[src/rtl/instr_prefetch_unit.sv]
// ============================================================================
// Module   : instr_prefetch_unit
// Purpose  : Sequential instruction fetch with a DEPTH-entry word/PC FIFO and
//            redirect-driven flush. Optional macro: PREFETCH_STATS_EN.
// Revision : 1.0
// ============================================================================
`default_nettype none

module instr_prefetch_unit #(
    parameter int unsigned DEPTH    = 4,
    parameter logic [31:0] RESET_PC = 32'h0000_0000
) (
    input  logic        clk_i,
    input  logic        rst_i,
    output logic        imem_req_o,
    output logic [31:0] imem_addr_o,
    input  logic        imem_ack_i,
    input  logic [31:0] imem_data_i,
    input  logic        redirect_i,
    input  logic [31:0] redirect_pc_i,
`ifdef PREFETCH_STATS_EN
    output logic [15:0] stat_fetch_o,
    output logic [15:0] stat_flush_o,
    output logic [15:0] stat_drop_o,
`endif
    output logic        instr_valid_o,
    output logic [31:0] instr_o,
    output logic [31:0] instr_pc_o,
    input  logic        instr_ready_i
);

    localparam int unsigned   AW   = $clog2(DEPTH);
    localparam int unsigned   CW   = AW + 1;
    localparam logic [CW-1:0] FULL = CW'(DEPTH);
    localparam logic [CW-1:0] ONE  = CW'(1);

    typedef enum logic [1:0] {
        S_IDLE    = 2'd0,
        S_REQ     = 2'd1,
        S_DISCARD = 2'd2
    } state_e;

    state_e        state_q, state_d;
    logic [31:0]   fetch_pc_q, fetch_pc_d;
    logic [31:0]   hold_addr_q, hold_addr_d;
    logic [AW-1:0] wptr_q, wptr_d;
    logic [AW-1:0] rptr_q, rptr_d;
    logic [CW-1:0] count_q, count_d;
    logic [31:0]   head_data_q, head_data_d;
    logic [31:0]   head_pc_q, head_pc_d;
    logic [31:0]   mem_data_q [DEPTH];
    logic [31:0]   mem_pc_q   [DEPTH];

    logic          push;
    logic          pop;
    logic          drop;
    logic [1:0]    unused_pc_lsbs;

    assign unused_pc_lsbs = redirect_pc_i[1:0];

    // Redirect suppresses both FIFO ports in its cycle.
    assign push = (state_q == S_REQ) && imem_ack_i && !redirect_i;
    assign pop  = (count_q != '0) && instr_ready_i && !redirect_i;
    assign drop = imem_ack_i && ((state_q == S_DISCARD) ||
                                 ((state_q == S_REQ) && redirect_i));

    assign imem_req_o    = (state_q != S_IDLE);
    assign imem_addr_o   = (state_q == S_DISCARD) ? hold_addr_q : fetch_pc_q;
    assign instr_valid_o = (count_q != '0);
    assign instr_o       = head_data_q;
    assign instr_pc_o    = head_pc_q;

    always_comb begin
        count_d     = count_q;
        wptr_d      = wptr_q;
        rptr_d      = rptr_q;
        head_data_d = head_data_q;
        head_pc_d   = head_pc_q;
        if (redirect_i) begin
            count_d = '0;
            wptr_d  = '0;
            rptr_d  = '0;
        end else begin
            if (push) wptr_d = wptr_q + 1'b1;
            if (pop)  rptr_d = rptr_q + 1'b1;
            case ({push, pop})
                2'b10:   count_d = count_q + ONE;
                2'b01:   count_d = count_q - ONE;
                default: count_d = count_q;
            endcase
            // The head register is loaded from the incoming word only when that
            // word becomes the head; otherwise from the stored entry after pop.
            if (push && ((count_q == '0) || ((count_q == ONE) && pop))) begin
                head_data_d = imem_data_i;
                head_pc_d   = fetch_pc_q;
            end else if (pop && (count_q > ONE)) begin
                head_data_d = mem_data_q[rptr_d];
                head_pc_d   = mem_pc_q[rptr_d];
            end
        end
    end

    always_comb begin
        state_d     = state_q;
        fetch_pc_d  = fetch_pc_q;
        hold_addr_d = hold_addr_q;
        case (state_q)
            S_IDLE: begin
                if (redirect_i || (count_q != FULL)) state_d = S_REQ;
            end
            S_REQ: begin
                if (imem_ack_i) begin
                    if (!redirect_i) begin
                        fetch_pc_d = fetch_pc_q + 32'd4;
                        state_d    = (count_d != FULL) ? S_REQ : S_IDLE;
                    end
                end else if (redirect_i) begin
                    state_d     = S_DISCARD;
                    hold_addr_d = fetch_pc_q;
                end
            end
            S_DISCARD: begin
                if (imem_ack_i) state_d = S_REQ;
            end
            default: state_d = S_IDLE;
        endcase
        // In DISCARD fetch_pc_q already holds the pending target.
        if (redirect_i) fetch_pc_d = {redirect_pc_i[31:2], 2'b00};
    end

    always_ff @(posedge clk_i) begin
        if (rst_i) begin
            state_q     <= S_IDLE;
            fetch_pc_q  <= RESET_PC;
            hold_addr_q <= RESET_PC;
            wptr_q      <= '0;
            rptr_q      <= '0;
            count_q     <= '0;
            head_data_q <= '0;
            head_pc_q   <= '0;
        end else begin
            state_q     <= state_d;
            fetch_pc_q  <= fetch_pc_d;
            hold_addr_q <= hold_addr_d;
            wptr_q      <= wptr_d;
            rptr_q      <= rptr_d;
            count_q     <= count_d;
            head_data_q <= head_data_d;
            head_pc_q   <= head_pc_d;
        end
    end

    always_ff @(posedge clk_i) begin
        if (push) begin
            mem_data_q[wptr_q] <= imem_data_i;
            mem_pc_q[wptr_q]   <= fetch_pc_q;
        end
    end

`ifdef PREFETCH_STATS_EN
    logic [15:0] stat_fetch_q;
    logic [15:0] stat_flush_q;
    logic [15:0] stat_drop_q;

    always_ff @(posedge clk_i) begin
        if (rst_i) begin
            stat_fetch_q <= '0;
            stat_flush_q <= '0;
            stat_drop_q  <= '0;
        end else begin
            if (push && (stat_fetch_q != 16'hFFFF))       stat_fetch_q <= stat_fetch_q + 16'd1;
            if (redirect_i && (stat_flush_q != 16'hFFFF)) stat_flush_q <= stat_flush_q + 16'd1;
            if (drop && (stat_drop_q != 16'hFFFF))        stat_drop_q  <= stat_drop_q + 16'd1;
        end
    end

    assign stat_fetch_o = stat_fetch_q;
    assign stat_flush_o = stat_flush_q;
    assign stat_drop_o  = stat_drop_q;
`else
    logic unused_drop;
    assign unused_drop = drop;
`endif

endmodule

`default_nettype wire

[config.mk]
export PLATFORM = sky130hd
export DESIGN_NAME = instr_prefetch_unit
export DESIGN_NICKNAME = d
export VERILOG_FILES = /design/src/rtl/instr_prefetch_unit.sv
export SDC_FILE = /design/constraint.sdc
export NUM_CORES = 1
export LEC_CHECK = 0
export ABC_AREA = 1
export CAP_MARGIN = 20
export CORE_MARGIN = 10
export CORE_UTILIZATION = 57
export CTS_CLUSTER_SIZE = 20
export DETAILED_ROUTE_END_ITERATION = 12
export MAX_ROUTING_LAYER = met4
export PLACE_DENSITY = 0.8
export SLEW_MARGIN = 5
export SYNTH_ARGS = -nofsm -noshare
export SYNTH_HDL_FRONTEND = slang
export SYNTH_SLANG_ARGS = --single-unit
[constraint.sdc]
create_clock -name clk_i -period 5.3 [get_ports clk_i]
set_input_delay 1.325 -clock clk_i [delete_from_list [all_inputs] [get_ports clk_i]]
set_output_delay 1.325 -clock clk_i [all_outputs]
set_load 0.02 [all_outputs]
==> run_results.csv <==
group,metric,value,unit
global_route,grt_max_degree,113,
final_layout,drive_gt1_share,5.26,%
drt,drt-pass1-iter-count,8,
die,pin_count,167,
global_route,antenna_found_initial,0,
place,placed_area,18400,um2
synth,seq_area_frac_synth,60.6,%
final_layout,layout_common_cells,"nand2_1, edfxtp_1, clkdlybuf4s50_1, nand3_1",
sta,timing.hold.ws,0.534,ns
synth,ys.flop_type,"edfxtp_1",
sta,worst_pin_slew,1.05,ns
job,maxCapViolations,0,
clock_tree,cts_tree,"done",
synth,synth.cell_area,16600,um2
power,switchingPower,1.49,mW
power,seqPwrFrac,50.8,%
sta,hold_viol_final,0,
min_path,hold_path_depth,0,
clock_tree,cts.hold.buffers_added,0,
sta,setup_violations,0,
synth,synth_edf_count,248,
setup_path,path_depth,10,
die,die_w,191,um
synth,synthArstFlopShare,0,%
final_layout,post-route-util,68.5,%
power,combPwrFrac,8.4,%
die,core-area,28700,um2
die,die_y,191,um
sta,rsz0062_at_grt,"no",
sta,fin_crit_sh,78.7,%
clock_tree,cts_setup_buffers,0,
final_layout,stdcell_area,19700,um2
setup_path,critical_path_buf_inv_count,3,
synth,syn_inst,1861,
setup_path,cp_data_required_time,5.71,ns
die,num_rows,62,
drt,vias_per_cell,5.59,
final_layout,final_common_cell,"nand2_1",
sta,max_freq,240,MHz
synth,syn_avg_cell_area,8.93,um2
power,p_leak,7.57,nW
drt,drtAntennaViolNets,0,
min_path,hold_path_class,"register to register",
setup_path,cp_slowest_cell,"clkdlybuf4s50_1",
clock_tree,cts_buffers,39,
final_layout,fin_nets,2063,
drt,post-route-drc-count,0,
setup_path,crit_family,"simple AND/OR/NAND/NOR gates",
clock_tree,cts-root-buf,"clkbuf_16",
global_route,grt_pass1_wl,68600,um
global_route,grt_usage,24.2,%
power,sw_frac_of_total,23.1,%
final_layout,areaGrowthSynthToFinish,18.4,%
setup_path,critPathLaunchType,"input port",
synth,synth_cell_types,31,
setup_path,rrSetupSlack,2.13,ns
drt,drtIter0Drc,1373,
power,power_density,328,nW/um2
drt,vias,13400,
setup_path,endpoint_kind,"register",
power,fin_total_pwr,6.45,mW
final_layout,nFillCells,2169,
die,die_area,36400,um2
setup_path,crit_fanout,70,
place,dp.cells,2328,
sta,fin_tns_setup,0,ns
drt,wl_per_cell,18.2,um
drt,wirelength,43600,um
setup_path,crit_arrival,4.58,ns
power,clkPwrFrac,40.8,%
synth,synth_seq_cells,379,
clock_tree,htreeDepth,2,
final_layout,fin_cells,2398,
power,vdd_ir_drop_max,0.238,mV
global_route,grt_pass1_vias,13000,
die,start_util,57.9,%
place,place.gp.congestion,0.933,
clock_tree,ctsResizeCount,0,
final_layout,multiInputGateArea,5580,um2
setup_path,rr_worst_depth,8,
sta,clock_skew,0.0245,ns
sta,layout_min_cycle_time,4.17,ns
clock_tree,cts.sinks,379,
place,dp_hpwl,26300,um
sta,finalWorstSetupSlack,1.13,ns
clock_tree,clock_path_buffers,3,
run_status,status,"finished, final reports clean",
clock_tree,clk_latency,0.53,ns
clock_tree,path_clk_slew,0.06,ns
setup_path,max_stage_delay,0.74,ns
sta,final_max_slew_viol_count,0,
final_layout,regArea,10100,um2
power,p_int,4.96,mW
sta,slew-limit-headroom,30.3,%
setup_path,critPathKind,"input port to register",
global_route,overflow,0,
place,port_buffers,160,
synth,ys.warnings.count,0,
place,place_ws,0.683,ns
final_layout,diodes,0,
setup_path,cp_cell_sequence,"clkdlybuf4s50_1 -> inv_2 -> nand3_4 -> inv_2 -> nand2_1 -> nand2_1 -> nand2_4 -> nand2_2 -> o21ai_0 -> a21oi_1",
layer usage:
metal	up-vias	part of all wire, %	global-route usage, %
li1	6366	-	-
met1	6315	39	29.4
met3	104	9.2	4.50
met5	-	0	-
met4	0	2.9	8.30
met2	630	49	40.1
state kept, by name, indices dropped and copies added, names as in the netlist:
| signal | flops |
|---|---|
| mem_data_q | 128 |
| mem_pc_q | 120 |
| instr_o | 32 |
| fetch_pc_q | 30 |
| hold_addr_q | 30 |
| instr_pc_o | 30 |
| count_q | 3 |
| rptr_q | 2 |
| state_q | 2 |
| wptr_q | 2 |
cell type report:
class	instances	area share [%]
inverters	138	2.64
flip-flops and latches	379	51.2
clock inverters	13	0.611
well taps	384	2.44
clock buffers	57	5.62
repair buffers	185	9.14
multi-input cells	1242	28.4
power by group through the flow:
stage | registers (mW) | clock network [mW] | logic [mW]
after floorplan | 3.34 | 0 | 0.298
final | 3.27 | 2.63 | 0.539
after CTS | 3.27 | 2.65 | 0.538
after global placement | 3.33 | 0 | 0.516
after global routing | 3.28 | 2.77 | 0.592
after detailed placement | 3.34 | 0 | 0.531
logic make-up after synthesis:
logic type                 count (synthesis)  share of synthesized area (%)
adders and majority gates                  9                          0.678
xor gates and xnor gates                  17                           1.01
buffers and inverters                    243                           6.35
AOI/OAI and AO/OA                        258                           7.98
other                                      1                         0.0226
DFF                                      379                           60.6
and+or+nand+nor                          954                           23.3
Yosys cell counts, types with 18 or more instances:
cell / number / share of area (%)
a21oi_1: 113 / 3.4
buf_2: 36 / 1.1
buf_4: 18 / 0.81
clkbuf_1: 44 / 0.99
dfxtp_1: 131 / 16
edfxtp_1: 248 / 45
inv_1: 132 / 3.0
nand2_1: 733 / 17
nand3_1: 145 / 4.4
nor2_1: 47 / 1.1
o21ai_0: 98 / 3.0
o21ai_1: 26 / 0.78
worst register-to-register path, cell delays in order (launching register included):
cell,delay (ns)
dfxtp_1,0.50
nand3_4,0.23
nor2_8,0.14
inv_2,0.18
nor2_8,0.53
nand2_4,0.59
nand2_2,0.61
o21ai_0,0.17
a21oi_1,0.16
path summary, 6_finish.rpt:
kind / startpoint / endpoint
setup / recovery: redirect_i / instr_o[30]
hold / removal: fetch_pc_q[31] / mem_pc_q[0][31]
setup reg to reg: state_q[0] / instr_o[2]
hold reg to reg: fetch_pc_q[31] / mem_pc_q[0][31]
Note: power is estimated with default switching activity, not from simulation.
==> RTL change: new RTL, same settings <==
Set the parameter `DEPTH` to 2 (it was 4).
--- a/src/rtl/instr_prefetch_unit.sv
+++ b/src/rtl/instr_prefetch_unit.sv
@@ -9,3 +9,3 @@
 module instr_prefetch_unit #(
-    parameter int unsigned DEPTH    = 4,
+    parameter int unsigned DEPTH    = 2,
     parameter logic [31:0] RESET_PC = 32'h0000_0000
Function: changed (Yosys sat finds a counterexample within 4 cycles, from zero or initial values and one cycle with rst_i high).
==> RTL change against the original RTL <==
  * Global-route usage shrank 1.7 points
  * Power shrank 32%
  * Sequential cell count shrank 127
  * Critical path type is now reg2out
  * Highest routed layer unchanged
  * Wire length shrank 33%
  * Combinational power shrank 19%
  * Synthesized cell count shrank 30%
  * Cell count shrank 28%
  * Cell area shrank 31%
  * Clock power shrank 33%
  * Synthesized area shrank 34%
  * First-iteration DRC count shrank 38%
  * Worst setup slack lost 9.6 ps
  * Largest cell class unchanged
==> RTL change: results (changes against the original RTL) <==
* Worst Path Arrival at 2860 ps (-1720 ps)
* Synth cell count leaders: nand2_1 (420), nor2_1 (199), dfxtp_1 (128), edfxtp_1 (124), o21ai_0 (110)
* Mean Syn Cell Area at 8.41 sq um (-5.8%)
* GPL Wtd Cong at 0.901 (-3.5%)
* Sequential fraction of the synthesis area at 57.2% (-3.5 points)
* Post-cts sizing count at 0 (unchanged)
* Overall Global Routing Usage at 22.6% (-1.7 points)
* Slew @ Worst Pin at 787 ps (-259 ps)
* Share of post-route cells with drive strength above 1 at 4.80% (-0.47 points)
* Dpl hpwl at 18600 um (-29%)
* Clk_skew at 13.8 ps (-10.7 ps)
* First-pass GRT wire length at 46400 um (-32%)
* DRT Pass-1 Iters at 5 (-3)
* Fin nets at 1515 (-27%)
* EDFF count, synth at 124 (-50%)
* Critical Path Start: state_q[1]
* VDD IR-drop max at 0.296 mV (+24%)
* Routed wire length on met2 at 13300 um (-37%)
* Number of DRC markers in iteration 0 at 846 (-38%)
* Via density at 5.40 (-3.5%)
* Leak at 4.94 nW (-35%)
* Via count at 9280 (-31%)
* Status: completed
* Number of global-route vias before repair at 8836 (-32%)
* Pin count of the biggest net entering global routing at 64 (-43%)
* Drt total wl at 29000 um (-33%)
* Diode count at 0 (unchanged)
* Total CTS buffers at 26 (-33%)
* Met3 WL at 2000 um (-50%)
* Most common flop cell mapped by yosys: dfxtp_1
* GR Layer Usage met1 at 29.9% (+0.51 points)
* Wire length on met1 at 12900 um (-24%)
* M3 GR Usage at 3.72% (-0.78 points)
* CTS HTree Levels at 1 (-1)
[RTL change: changes by cell type after synthesis, sizes merged, moves of 11 or more]
cell / unedited run / this run
buf: 61 / 37
nand3: 147 / 28
a21oi: 113 / 89
nor2: 50 / 203
nand2: 737 / 423
o211ai: 2 / 31
o21ai: 124 / 113
inv: 138 / 62
edfxtp: 248 / 124
[RTL change: power breakdown]
part | switching [mW] | internal (mW)
Sequential | 0.0488 | 2.11
Combinational | 0.258 | 0.181
Clock | 0.735 | 1.03
[RTL change: per-stage QoR]
stage	setup WS [ps]	hold slack, ps	cell area (sq um)
after detailed placement	1120	505	12700
after global routing	982	538	13500
after CTS	1150	514	13500
after floorplan	530	456	11000
final	1120	522	13500
after global placement	1170	499	12700
[RTL change: logic make-up after synthesis]
| group | after synthesis | synth area share [%] |
|---|---|---|
| and+or+nand+nor | 659 | 23.3 |
| DFF | 252 | 57.2 |
| AOI/OAI and AO/OA | 243 | 11.9 |
| buffers and inverters | 136 | 6.02 |
| xor gates and xnor gates | 11 | 0.876 |
| adders and majority gates | 6 | 0.683 |
| other | 1 | 0.0341 |
[RTL change: worst paths after layout]
check	endpoint	slack, ps	cells after the start
setup / recovery	imem_addr_o[14]	1120	6
hold / removal	wptr_q	520	2
setup reg to reg	mem_data_q[1][13]	2450	7
hold reg to reg	wptr_q	520	2
[RTL change: layout make-up]
class                           instances  area (sq um)
Clock buffer                           42           761
Clock inverter                          5          66.3
Fill cell                            1469          5320
Inverter                               63           241
Multi-Input combinational cell        923          4100
Sequential cell                       252          6290
Tap cell                              260           325
Timing Repair Buffer                  174          1730
[RTL change: critical path: stages, from the launching register on]
cell and delay, ps:
dfxtp_1 380, inv_1 110, nor2_4 520, buf_4 410, nand2_1 80, o21ai_0 130, clkdlybuf4s50_1 680
